`config.mk`:
```
export PLATFORM = sky130hd
export DESIGN_NAME = clock_reset_sequencer
export DESIGN_NICKNAME = d
export VERILOG_FILES = /design/src/rtl/clock_reset_sequencer.sv
export SDC_FILE = /design/constraint.sdc
export NUM_CORES = 1
export LEC_CHECK = 0
export CORE_UTILIZATION = 40
export DETAILED_ROUTE_END_ITERATION = 12
export PLACE_DENSITY = 0.7
export SYNTH_ARGS = -nofsm -noshare
export SYNTH_HDL_FRONTEND = slang
export SYNTH_SLANG_ARGS = --single-unit
```
`constraint.sdc`:
```
create_clock -name clk_i -period 4.6 [get_ports clk_i]
set_clock_uncertainty 0.1 [all_clocks]
set_input_delay 0.92 -clock clk_i [delete_from_list [all_inputs] [get_ports clk_i]]
set_output_delay 0.92 -clock clk_i [all_outputs]
set_load 0.05 [all_outputs]
```
`src/rtl/clock_reset_sequencer.sv`:
```
`default_nettype none
// ============================================================================
// Module   : clock_reset_sequencer
// Brief    : PLL reset pulse, lock qualification and staged reset release
// Revision : 1.0 - initial release
// ============================================================================
module clock_reset_sequencer #(
  parameter int N_RST        = 2,
  parameter int RST_PULSE_W  = 16,
  parameter int LOCK_STABLE  = 64,
  parameter int STAGE_DLY    = 8,
  parameter int LOCK_TIMEOUT = 4096,
  parameter int MAX_RETRY    = 3
) (
  input  logic             clk_i,
  input  logic             arst_i,
  input  logic             pll_locked_i,
  input  logic             soft_rst_i,
  output logic             pll_rst_o,
  output logic [N_RST-1:0] rst_o,
  output logic             ready_o,
  output logic             fail_o,
  output logic             lock_lost_o,
  output logic [((MAX_RETRY < 1) ? 1 : $clog2(MAX_RETRY + 1)) - 1:0] retry_cnt_o
);

  localparam int c_retry_w   = (MAX_RETRY < 1) ? 1 : $clog2(MAX_RETRY + 1);
  localparam int c_max_ab    = (RST_PULSE_W > LOCK_STABLE) ? RST_PULSE_W : LOCK_STABLE;
  localparam int c_max_cd    = (STAGE_DLY > LOCK_TIMEOUT) ? STAGE_DLY : LOCK_TIMEOUT;
  localparam int c_cnt_max   = (c_max_ab > c_max_cd) ? c_max_ab : c_max_cd;
  localparam int c_cnt_w     = $clog2(c_cnt_max + 1);

  localparam logic [c_cnt_w-1:0]   c_pulse_last   = c_cnt_w'(RST_PULSE_W - 1);
  localparam logic [c_cnt_w-1:0]   c_stable_last  = c_cnt_w'(LOCK_STABLE - 1);
  localparam logic [c_cnt_w-1:0]   c_stage_last   = c_cnt_w'(STAGE_DLY - 1);
  localparam logic [c_cnt_w-1:0]   c_timeout_last = c_cnt_w'(LOCK_TIMEOUT - 1);
  localparam logic [c_retry_w-1:0] c_max_retry    = c_retry_w'(MAX_RETRY);

  typedef enum logic [2:0] {
    ST_PLL_RST   = 3'd0,
    ST_WAIT_LOCK = 3'd1,
    ST_STABLE    = 3'd2,
    ST_RELEASE   = 3'd3,
    ST_RUN       = 3'd4,
    ST_FAIL      = 3'd5
  } state_t;

  state_t                 r_state;
  logic [c_cnt_w-1:0]     r_cnt;
  logic [c_retry_w-1:0]   r_retry_cnt;
  logic [N_RST-1:0]       r_rst;
  logic                   r_pll_rst;
  logic                   r_ready;
  logic                   r_fail;
  logic                   r_lock_lost;
  logic                   r_sync_meta;
  logic                   r_locked_s;
  logic                   r_soft_q;
  logic                   r_soft_edge;

  logic                   w_lock_loss;
  logic [N_RST-1:0]       w_rst_shift;

  // Released bits form a thermometer from bit 0 upward, so release is a left shift.
  assign w_rst_shift = r_rst << 1;
  assign w_lock_loss = ((r_state == ST_RELEASE) || (r_state == ST_RUN)) && !r_locked_s;

  always_ff @(posedge clk_i or posedge arst_i) begin
    if (arst_i) begin
      r_sync_meta <= 1'b0;
      r_locked_s  <= 1'b0;
      r_soft_q    <= 1'b0;
      r_soft_edge <= 1'b0;
    end else begin
      r_sync_meta <= pll_locked_i;
      r_locked_s  <= r_sync_meta;
      r_soft_q    <= soft_rst_i;
      r_soft_edge <= soft_rst_i & ~r_soft_q;
    end
  end

  always_ff @(posedge clk_i or posedge arst_i) begin
    if (arst_i) begin
      r_state     <= ST_PLL_RST;
      r_cnt       <= '0;
      r_retry_cnt <= '0;
      r_rst       <= '1;
      r_pll_rst   <= 1'b1;
      r_ready     <= 1'b0;
      r_fail      <= 1'b0;
      r_lock_lost <= 1'b0;
    end else if (r_soft_edge) begin
      // Software request outranks lock loss, but a coincident loss is still recorded.
      r_state     <= ST_PLL_RST;
      r_cnt       <= '0;
      r_retry_cnt <= '0;
      r_rst       <= '1;
      r_pll_rst   <= 1'b1;
      r_ready     <= 1'b0;
      r_fail      <= 1'b0;
      if (w_lock_loss) r_lock_lost <= 1'b1;
    end else if (w_lock_loss) begin
      r_state     <= ST_PLL_RST;
      r_cnt       <= '0;
      r_rst       <= '1;
      r_pll_rst   <= 1'b1;
      r_ready     <= 1'b0;
      r_lock_lost <= 1'b1;
    end else begin
      case (r_state)
        ST_PLL_RST: begin
          if (r_cnt == c_pulse_last) begin
            r_state   <= ST_WAIT_LOCK;
            r_cnt     <= '0;
            r_pll_rst <= 1'b0;
          end else begin
            r_cnt <= r_cnt + 1'b1;
          end
        end
        ST_WAIT_LOCK: begin
          if (r_locked_s) begin
            r_state <= ST_STABLE;
            r_cnt   <= '0;
          end else if (r_cnt == c_timeout_last) begin
            r_cnt     <= '0;
            r_pll_rst <= 1'b1;
            if (r_retry_cnt < c_max_retry) begin
              r_state     <= ST_PLL_RST;
              r_retry_cnt <= r_retry_cnt + 1'b1;
            end else begin
              r_state <= ST_FAIL;
              r_fail  <= 1'b1;
            end
          end else begin
            r_cnt <= r_cnt + 1'b1;
          end
        end
        ST_STABLE: begin
          if (!r_locked_s) begin
            r_state <= ST_WAIT_LOCK;
            r_cnt   <= '0;
          end else if (r_cnt == c_stable_last) begin
            r_cnt <= '0;
            r_rst <= w_rst_shift;
            if (w_rst_shift == '0) begin
              r_state     <= ST_RUN;
              r_ready     <= 1'b1;
              r_retry_cnt <= '0;
            end else begin
              r_state <= ST_RELEASE;
            end
          end else begin
            r_cnt <= r_cnt + 1'b1;
          end
        end
        ST_RELEASE: begin
          if (r_cnt == c_stage_last) begin
            r_cnt <= '0;
            r_rst <= w_rst_shift;
            if (w_rst_shift == '0) begin
              r_state     <= ST_RUN;
              r_ready     <= 1'b1;
              r_retry_cnt <= '0;
            end
          end else begin
            r_cnt <= r_cnt + 1'b1;
          end
        end
        ST_RUN: begin
          r_cnt <= '0;
        end
        ST_FAIL: begin
          r_pll_rst <= 1'b1;
          r_rst     <= '1;
          r_fail    <= 1'b1;
        end
        default: begin
          r_state   <= ST_PLL_RST;
          r_cnt     <= '0;
          r_rst     <= '1;
          r_pll_rst <= 1'b1;
          r_ready   <= 1'b0;
          r_fail    <= 1'b0;
        end
      endcase
    end
  end

  assign pll_rst_o   = r_pll_rst;
  assign rst_o       = r_rst;
  assign ready_o     = r_ready;
  assign fail_o      = r_fail;
  assign lock_lost_o = r_lock_lost;
  assign retry_cnt_o = r_retry_cnt;

endmodule
`default_nettype wire

```
Word level (Yosys, flattened, before mapping)
Cells that the tools add are included.
- flip-flop bits (word level): 28
- input bits: 4
- logic and storage cells: 122
- add/subtract/negate cells: 2
- $lt $le $gt $ge: 1
- equality and inequality tests: 32
- mux-type cells: 56
- bitwise logic cells: 2
- reductions and logical operators: 17
- operators with widths (cell ; count):
    2-to-1 mux 13 bit ; 8
    case mux 13 bit (5 select lines) ; 1
    2-to-1 mux 3 bit ; 11
    2-to-1 mux 2 bit ; 14
    != test 3 bit (second input constant) ; 7
    != test 4 bit (second input constant) ; 5
    2-to-1 mux 1 bit ; 16
    case mux 3 bit (5 select lines) ; 1
    adder 13 x 1 -> 13 bit (second input constant) ; 1
    equality test 13 x 12 -> 1 bit (second input constant) ; 1
    equality test 13 x 3 -> 1 bit (second input constant) ; 1
    equality test 13 x 4 -> 1 bit (second input constant) ; 1
    equality test 13 x 6 -> 1 bit (second input constant) ; 1
    != test 3 x 1 -> 1 bit (second input constant) ; 4
    case mux 2 bit (3 select lines) ; 2
    AND reduction 4 bit ; 3
    != test 5 bit (second input constant) ; 2
    case mux 1 bit (3 select lines) ; 3
    != test 4 x 3 -> 1 bit (second input constant) ; 2
    AND reduction 8 bit ; 1
    OR reduction 4 bit ; 2
    equality test 3 x 2 -> 1 bit (second input constant) ; 2
    equality test 3 bit (second input constant) ; 2
    AND reduction 6 bit ; 1
    17 further kinds ; 18

Longest topological paths before layout
Gate-level depths: netlist of the first run.
- word-level depth: 7
- gate-level depth with buffers: 7
- gate-level depth less buffers: 6

Worst setup path before layout of the first run
No wires, ideal clock.
- path kind: reg2reg
- start point: register r_cnt[0]
- end point: register r_cnt[9]
- data arrival time: 1.984 ns
- data required time: 4.374 ns
- setup slack: 2.390 ns
- cell stages (with the launch flop): 8
- path buffers: 1
- clock period less this slack: 2.210 ns
- cells stage by stage: dfrtp_1 -> ha_1 -> nor4bb_1 -> o2111ai_1 -> a222oi_1 -> buf_2 -> nor2_1 -> a221o_1
- longest elaborated chain between the ends: 6
- elaborated cells between the ends (all ways): 14
- ends and longest elaborated chain (element ; line ; text):
    from (decl) ; 49 ; logic [c_cnt_w-1:0] r_cnt;
    from (signal assigned) ; 117 ; r_cnt <= r_cnt + 1'b1;
    from (signal assigned) ; 135 ; r_cnt <= r_cnt + 1'b1;
    from (signal assigned) ; 153 ; r_cnt <= r_cnt + 1'b1;
    adder 13 x 1 -> 13 bit, or another cell as far along ; n/a ;
    2-to-1 mux 13 bit (on tied branches) ; 142, 124 ;
    2-to-1 mux 13 bit (on tied branches) ; 139, 121 ;
    case mux 13 bit (5 select lines) (*) ; 110 ; case (r_state)
    2-to-1 mux 13 bit (*) ; 102 ; end else if (w_lock_loss) begin
    2-to-1 mux 13 bit (*) ; 92 ; end else if (r_soft_edge) begin
Mark *: on every way between the ends. The rest lies on a longest branch, timed or not.
A chain may end at the register's enable or synchronous reset.

Final worst setup path of the first run
- start point: register r_state[1]
- end point: register r_cnt[9]
- longest elaborated chain between the ends: 5
- elaborated cells between the ends (all ways): 12
- ends and longest elaborated chain (element ; line ; text):
    from (decl) ; 48 ; state_t r_state;
    from (signal assigned) ; 84 ; r_state <= ST_PLL_RST;
    from (signal assigned) ; 94 ; r_state <= ST_PLL_RST;
    from (signal assigned) ; 103 ; r_state <= ST_PLL_RST;
    parallel branches: the longest is 5 deep, another holds case mux 13 bit (5 select lines) ; n/a ;
Several ways; the timed one is not identified.

==> results of run 1 <==
## cell usage in the layout (no fill, tap or decap), types with 5 or more instances in the layout
| cell | netlist | routed |
|---|---|---|
| dfrtp_1 | 25 | 25 |
| nand2_1 | 12 | 12 |
| clkdlybuf4s50_1 | 0 | 11 |
| nor2_1 | 10 | 10 |
| nor2b_1 | 9 | 9 |
| nand2b_1 | 9 | 9 |
| nand3_1 | 9 | 9 |
| a22o_1 | 9 | 9 |
| a21oi_1 | 9 | 9 |
| o21ai_0 | 8 | 8 |
| a211oi_1 | 5 | 5 |
| a21o_1 | 5 | 5 |
## registers in the layout (all words and copies together), names as in the netlist
name and count:
lock_lost_o 1, pll_rst_o 1, r_sync_meta 1, r_soft_q 1, r_locked_s 1, rst_o 2, retry_cnt_o 2, r_state 3
r_cnt 13, fail_o 1, r_soft_edge 1, ready_o 1
## cells by family after synthesis
family / after synthesis / share of synthesized area (%)
flops: 28 / 40.74
buf+inv: 14 / 3.256
simple gates: 76 / 25.62
xor+xnor: 3 / 1.520
compound gates: 62 / 27.43
fa+ha+maj: 2 / 1.447
## metrics by stage
| step | total power [W] | hold WS (ps) | setup WS [ps] | instance area, um2 |
|---|---|---|---|---|
| finish | 0.0009559 | 258.4 | 1840 | 1916 |
| CTS | 0.0009601 | 262.4 | 1854 | 1916 |
| floorplan | 0.0006951 | 231.2 | 2390 | 1729 |
| detailed placement | 0.0008056 | 240.3 | 1922 | 1861 |
| global placement | 0.0008054 | 235.0 | 1962 | 1861 |
| global route | 0.001024 | 268.0 | 1558 | 1916 |
## synth_stat cells (2+ instances only)
cell type / instances
a21oi_1: 9
or3_1: 3
a221oi_1: 2
a22o_1: 9
nand2_1: 12
or2_2: 2
o21ai_0: 8
nor3_1: 4
o21a_1: 2
a211oi_1: 5
dfstp_2: 3
a2bb2oi_1: 2
nand3b_1: 2
and4_1: 2
dfrtp_1: 25
and3b_1: 2
nand4_1: 2
clkbuf_1: 9
buf_2: 3
xnor2_1: 2
a31o_2: 2
nor2_1: 10
o211a_1: 2
inv_1: 2
a21o_1: 5
nand3_1: 9
a221o_1: 3
ha_1: 2
o41ai_1: 2
nand2b_1: 9
nor2b_1: 9
## power by group
group	total, W	internal [W]	switching [W]
sequential	0.000377	0.000291	0.0000869
clock	0.000151	0.0000766	0.0000742
combinational	0.000428	0.000178	0.000249
total	0.000956	0.000545	0.000410
## routing by layer
| metal | vias to the layer above | track usage, % | share of wire [%] |
|---|---|---|---|
| met3 | 2 | 3.547 | 4.3 |
| met4 | 0 | 2.660 | 0.39 |
| met1 | 692 | 27.63 | 50 |
| met2 | 28 | 27.23 | 45 |
| li1 | 714 | - | - |
| met5 | - | 0 | 0 |
## critical path: stages (launching register included)
cell and delay [ps]:
dfrtp_1 790, nor2b_1 230, a221oi_2 510, nand2b_1 300, nor2_1 510, a221o_1 240
## final timing paths
check | startpoint | end | slack, ps | cells past startpoint
max | r_state[1]$_DFFE_PP0P_ | r_cnt[9]$_DFFE_PP0P_ | 1840 | 5
min | r_sync_meta$_DFF_PP0_ | r_locked_s$_DFF_PP0_ | 260 | 0
max reg2reg | r_state[1]$_DFFE_PP0P_ | r_cnt[9]$_DFFE_PP0P_ | 1840 | 5
min reg2reg | r_sync_meta$_DFF_PP0_ | r_locked_s$_DFF_PP0_ | 260 | 0
max in group asynchronous | arst_i | r_state[0]$_DFFE_PP0P_ | 2690 | 2
min in group asynchronous | arst_i | r_cnt[2]$_DFFE_PP0P_ | 1100 | 2
## cell type report
| class | instances | area [um2] | area share, % |
|---|---|---|---|
| Multi-Input combinational cell | 143 | 968.4 | 50.56 |
| Clock buffer | 4 | 55.05 | 2.874 |
| Inverter | 2 | 7.507 | 0.3919 |
| Tap cell | 50 | 62.56 | 3.266 |
| Timing Repair Buffer | 12 | 117.6 | 6.140 |
| Sequential cell | 28 | 704.4 | 36.77 |
==> impl_summary.log, run 1 <==
[metrics] setup repair after global routing missed its margin: false
[metrics] proportion of layout cells with a drive suffix above 1: 8.466%
[metrics] kind of capture point of the worst setup path: flip-flop
[metrics] placeable core region: 4086 um2
[metrics] core utilization of the finished layout: 46.88%
[metrics] total setup violations reported at the end of the flow: 0
[metrics] TritonCTS clock tree: done
[metrics] average vias per placed instance: 6.008
[metrics] Power per Cell Area: 499.0 nW/um2
[metrics] critical path class: reg2reg
[metrics] detailed router's first-iteration violation count: 114
[metrics] count of warnings emitted by yosys: 0
[metrics] Post-Synthesis Cell Area: 1729 um2
[metrics] worst min-delay path class: reg2reg
[metrics] Core Rows: 23
[metrics] Remaining Overflow, GRT: 0
[metrics] Skew-Pair Late Insertion Delay: 270 ps
[metrics] post-detailed-placement half-perimeter wirelength: 2.503 mm
[metrics] Final #Nets: 196
[metrics] area of the die: 4590 um2
[metrics] final slew viol count: 0
[metrics] register bit count reported by yosys: 28
[metrics] aggregate global-route resource usage: 18.30%
[metrics] Port Buf Inserts: 11
[metrics] clock period minus worst slack: 2760 ps
[metrics] worst endpoint required time: 4710 ps
[metrics] cell type contributing the most total cell area after synthesis: dfrtp_1
[metrics] most used flip-flop cell after synthesis: dfrtp_1
[metrics] number of buffers on the longest clock path: 2
[metrics] number of top-level design ports: 12
[metrics] maximum ir drop on the vdd rail: 263.7 uV
[metrics] count of fill cells added during filler insertion: 410
[metrics] startpoint kind of the worst setup timing path: flip-flop
[metrics] part of the Yosys area used for sequential elements: 40.74%
[metrics] remaining routing DRC violations: 0
[metrics] CTS Hold Buffers Added: 0
[metrics] gate count after technology mapping: 185
[metrics] pin count of the biggest net entering global routing: 29
[metrics] share of the clock period used by the worst path: 60.00%
[metrics] Achievable Freq: 362.3 MHz
[metrics] area added between synthesis and finish: 10.78%
[metrics] count of antenna-violating nets left after detailed routing: 0
[metrics] Rel. slew slack: 31.81%
[metrics] via count of the first global-routing pass: 1310
[metrics] share of flip-flops with an asynchronous set or reset: 100.0%
[metrics] CTS clk-pin slew, worst paths: 90 ps
[metrics] Worst-Margin Slew: 1022 ps
[metrics] Critical Path AT: 2870 ps
[metrics] buffer count from post-CTS setup fixing: 0
[metrics] Diodes inserted: 0
[metrics] number of maximum-capacitance violations: 0
[metrics] area fraction of the dominant cell type after synthesis: 36.18%
[metrics] CTS Root Cell: clkbuf_8
[metrics] count of distinct cell types in the synthesized netlist: 53
[metrics] initial antenna violation count: 0
[metrics] die width: 67.75 um
[metrics] count of clock tree sinks: 28
[metrics] Synth Area per Inst: 9.347 um2
[metrics] total routed wirelength: 3.610 mm
[metrics] maximum fanout along the worst path: 25
[metrics] clock buffer count from CTS: 3
[metrics] cell leakage power: 0.8069 nW
[metrics] initial standard-cell utilization of the core: 42.31%
[metrics] Post-synth EDFFs: 0
[metrics] first drt pass iteration count: 4
[metrics] summed negative setup slack over all endpoints: 0 ps
[metrics] Routability Congestion: 0.8713
[metrics] routed via count: 1436
[metrics] global-route wire length before repair: 6.389 mm
[metrics] H-tree depth: 1
[metrics] placed insts: 235
[metrics] filler-free cell count of the finished design: 239
[metrics] drt wl/cell: 15.10 um
[metrics] number of hold-slack violations in the final timing report: 0
[metrics] die span in y: 67.75 um
[metrics] post-CTS sizing: 0
[metrics] Synth Net Count: 191
[metrics] status: finished clean
[metrics] cell types with the largest area share after synthesis: dfrtp_1, dfstp_2, a22o_1
No activity file was read; power rests on OpenSTA's default activity.
==> run 2, diff against run 1 <==
PLACE_DENSITY = 0.72   (was 0.7)
clock period = 2.4 ns   (was 4.6 ns; I/O delays follow)
==> run 2 against run 1 <==
Compared with the run above: the flow now finishes with violations (setup timing); sequential share of layout area decreased by 3.5 points; via count up 8.6%; global-route usage is 1.4 points higher; first-iteration DRC count fell by 43%; largest cell class unchanged.
==> impl_summary.log, run 2 (synthesis gave the netlist of run 1 again) <==
[metrics] number of top-level design ports: 12 (unchanged)
[metrics] CTS Root Cell: clkbuf_8
[metrics] Critical Path AT: 2480 ps (-390 ps)
[metrics] Final #Nets: 215 (+9.7%)
[metrics] Core Rows: 23 (unchanged)
[metrics] Rel. slew slack: 65.26% (+33 points)
[metrics] share of the clock period used by the worst path: 100.2% (+40 points)
[metrics] TritonCTS clock tree: done
[metrics] Achievable Freq: 415.8 MHz (+15%)
[metrics] maximum ir drop on the vdd rail: 400.1 uV (+52%)
[metrics] area of the die: 4590 um2 (unchanged)
[metrics] hold wc startpoint: r_sync_meta$_DFF_PP0_
[metrics] worst stage delay on the critical path: 470 ps (-320 ps)
[metrics] detailed router's first-iteration violation count: 65 (-43%)
[metrics] Worst path top cell family by delay: compound AO/OA/AOI/OAI gates
[metrics] post-detailed-placement half-perimeter wirelength: 2.865 mm (+14%)
[metrics] Diodes inserted: 0 (unchanged)
[metrics] buffers and inverters on the worst path: 2 (+2)
[metrics] worst endpoint required time: 2480 ps (-2230 ps)
[metrics] post-place instance area: 1981 um2 (+6.5%)
[metrics] maximum fanout along the worst path: 6 (-76%)
[metrics] Hold Crit Endpoint: r_locked_s$_DFF_PP0_
[metrics] cells on worst reg2reg path: 7 (+2)
[metrics] kind of capture point of the worst setup path: flip-flop
[metrics] source of the worst register-to-register timing path: r_cnt[10]$_DFFE_PP0P_
[metrics] Worst-Margin Slew: 521.2 ps (-500.5 ps)
[metrics] initial antenna violation count: 0 (unchanged)
[metrics] number of hold-slack violations in the final timing report: 0 (unchanged)
[metrics] clock period minus worst slack: 2405 ps (-354.8 ps)
[metrics] CTS Hold Buffers Added: 0 (unchanged)
[metrics] critical path class: reg2reg
[metrics] aggregate global-route resource usage: 19.74% (+1.4 points)
[metrics] count of clock tree sinks: 28 (unchanged)
[metrics] die span in y: 67.75 um (unchanged)
[metrics] average vias per placed instance: 6.047 (+0.63%)
[metrics] slowest cell on the critical path: dfrtp_1
[metrics] startpoint kind of the worst setup timing path: flip-flop
[metrics] summed negative setup slack over all endpoints: -12.04 ps (-12.04 ps)
[metrics] worst hold path stage count: 0 (unchanged)
[metrics] max FFs per register: 13 (unchanged)
[metrics] total routed wirelength: 4.183 mm (+16%)
[metrics] critical path depth in cells: 7 (+2)
[metrics] destination of the worst register-to-register timing path: r_cnt[2]$_DFFE_PP0P_
[metrics] H-tree depth: 1 (unchanged)
[metrics] global-route wire length before repair: 6.762 mm (+5.8%)
[metrics] PnR worst setup slack: -5.266 ps (-1845 ps)
[metrics] first drt pass iteration count: 4 (unchanged)
[metrics] final slew viol count: 0 (unchanged)
[metrics] Power per Cell Area: 996.0 nW/um2 (+100%)
[metrics] cell breakdown of the critical path: nor4_4 > nand4_1 > a222oi_1 > buf_4 > clkbuf_2 > a211oi_1 > a21o_1
[metrics] number of buffers on the longest clock path: 2 (unchanged)
[metrics] routed via count: 1560 (+8.6%)
[metrics] initial standard-cell utilization of the core: 42.31% (unchanged)
[metrics] Power Total: 0.002115 W (+120%)
[metrics] Remaining Overflow, GRT: 0 (unchanged)
[metrics] clock buffer count from CTS: 3 (unchanged)
[metrics] proportion of layout cells with a drive suffix above 1: 19.71% (+11 points)
[metrics] number of maximum-capacitance violations: 0 (unchanged)
[metrics] total setup violations reported at the end of the flow: 3 (+3)
[metrics] count of antenna-violating nets left after detailed routing: 0 (unchanged)
[metrics] cell leakage power: 0.9163 nW (+14%)
[metrics] die width: 67.75 um (unchanged)
[metrics] leading registers by flop count: r_cnt: 13 flops, r_state: 3 flops
[metrics] fin area: 2123 um2 (+11%)
[metrics] most used cells in the layout excluding fill and tap cells: dfrtp_1, buf_4, nand2_1
[metrics] CTS clk-pin slew, worst paths: 100 ps (about the same)
[metrics] Skew-Pair Late Insertion Delay: 280 ps (about the same)
[metrics] Worst R2R Setup Slack: -5 ps (-1850 ps)
[metrics] pin count of the biggest net entering global routing: 29 (unchanged)
[metrics] status: complete, but fails checks
[metrics] via count of the first global-routing pass: 1363 (+4.0%)
[metrics] Port Buf Inserts: 11 (unchanged)
[metrics] violated checks: setup timing
[metrics] area added between synthesis and finish: 22.79%
[metrics] count of fill cells added during filler insertion: 385 (-6.1%)
[metrics] drt wl/cell: 16.21 um (+7.3%)
[metrics] Routability Congestion: 0.8453 (-3.0%)
[metrics] placeable core region: 4086 um2 (unchanged)
[metrics] Reg with most FFs: r_cnt
[metrics] remaining routing DRC violations: 0 (unchanged)
[metrics] most common library cell in the layout ignoring fill and taps: dfrtp_1
[metrics] worst min-delay path class: reg2reg
run 2: timing repair:
action / 4_1_cts / 5_1_grt
setup buffers: 0 / 3
endpoints found under the setup margin: 3 / 10
pin swaps: 0 / 2
resized for setup: 1 / 9
run 2: layer usage:
metal / global-route usage, % / up-vias / part of all wire, %
li1: - / 755 / -
met1: 29.63 / 757 / 47
met2: 29.46 / 44 / 48
met3: 2.196 / 4 / 4.2
met4: 5.851 / 0 / 0.86
met5: 0 / - / 0
run 2: where the power goes:
group          switching [W]  internal [W]
logic               0.000579      0.000468
clock network       0.000156      0.000224
registers           0.000129      0.000559
total               0.000864       0.00125
run 2: area by class of cell:
cell class                      count  area (um2)  share of cell area [%]
Clock inverter                      1       30.03                   1.414
Sequential cell                    28       705.7                   33.24
Clock buffer                        3       41.29                   1.945
Inverter                            2       7.507                  0.3536
Tap cell                           50       62.56                   2.946
Timing Repair Buffer               31       257.7                   12.14
Multi-Input combinational cell    143        1018                   47.97
run 2: worst max path at each step:
| stage | slack (ps) | end | start |
|---|---|---|---|
| final | -5 | r_cnt[2]$_DFFE_PP0P_ | r_cnt[10]$_DFFE_PP0P_ |
| after global routing | -80 | r_cnt[6]$_DFFE_PP0P_ | r_cnt[10]$_DFFE_PP0P_ |
| after floorplan | 190 | r_cnt[9]$_DFFE_PP0P_ | r_cnt[0]$_DFFE_PP0P_ |
| after global placement | 130 | r_cnt[9]$_DFFE_PP0P_ | r_cnt[0]$_DFFE_PP0P_ |
| after detailed placement | -4 | r_cnt[5]$_DFFE_PP0P_ | r_cnt[0]$_DFFE_PP0P_ |
| after CTS | 50 | r_cnt[5]$_DFFE_PP0P_ | r_cnt[0]$_DFFE_PP0P_ |
run 2: worst register-to-register path, stage by stage (launching register included):
cell and delay, ps:
dfrtp_1 470, nor4_4 390, nand4_1 230, a222oi_1 470
buf_4 240, clkbuf_2 180, a211oi_1 70, a21o_1 150
run 2: stage by stage:
stage,util (%),std cells,setup slack [ps],hold slack (ps)
6_report,51.96,258,-5.266,258.9
3_3_place_gp,48.47,251,132.8,232.9
3_5_place_dp,48.47,251,-3.904,237.9
4_1_cts,50.37,255,49.51,263.2
5_1_grt,51.96,258,-77.76,275.9
2_1_floorplan,-,185,190.0,231.2
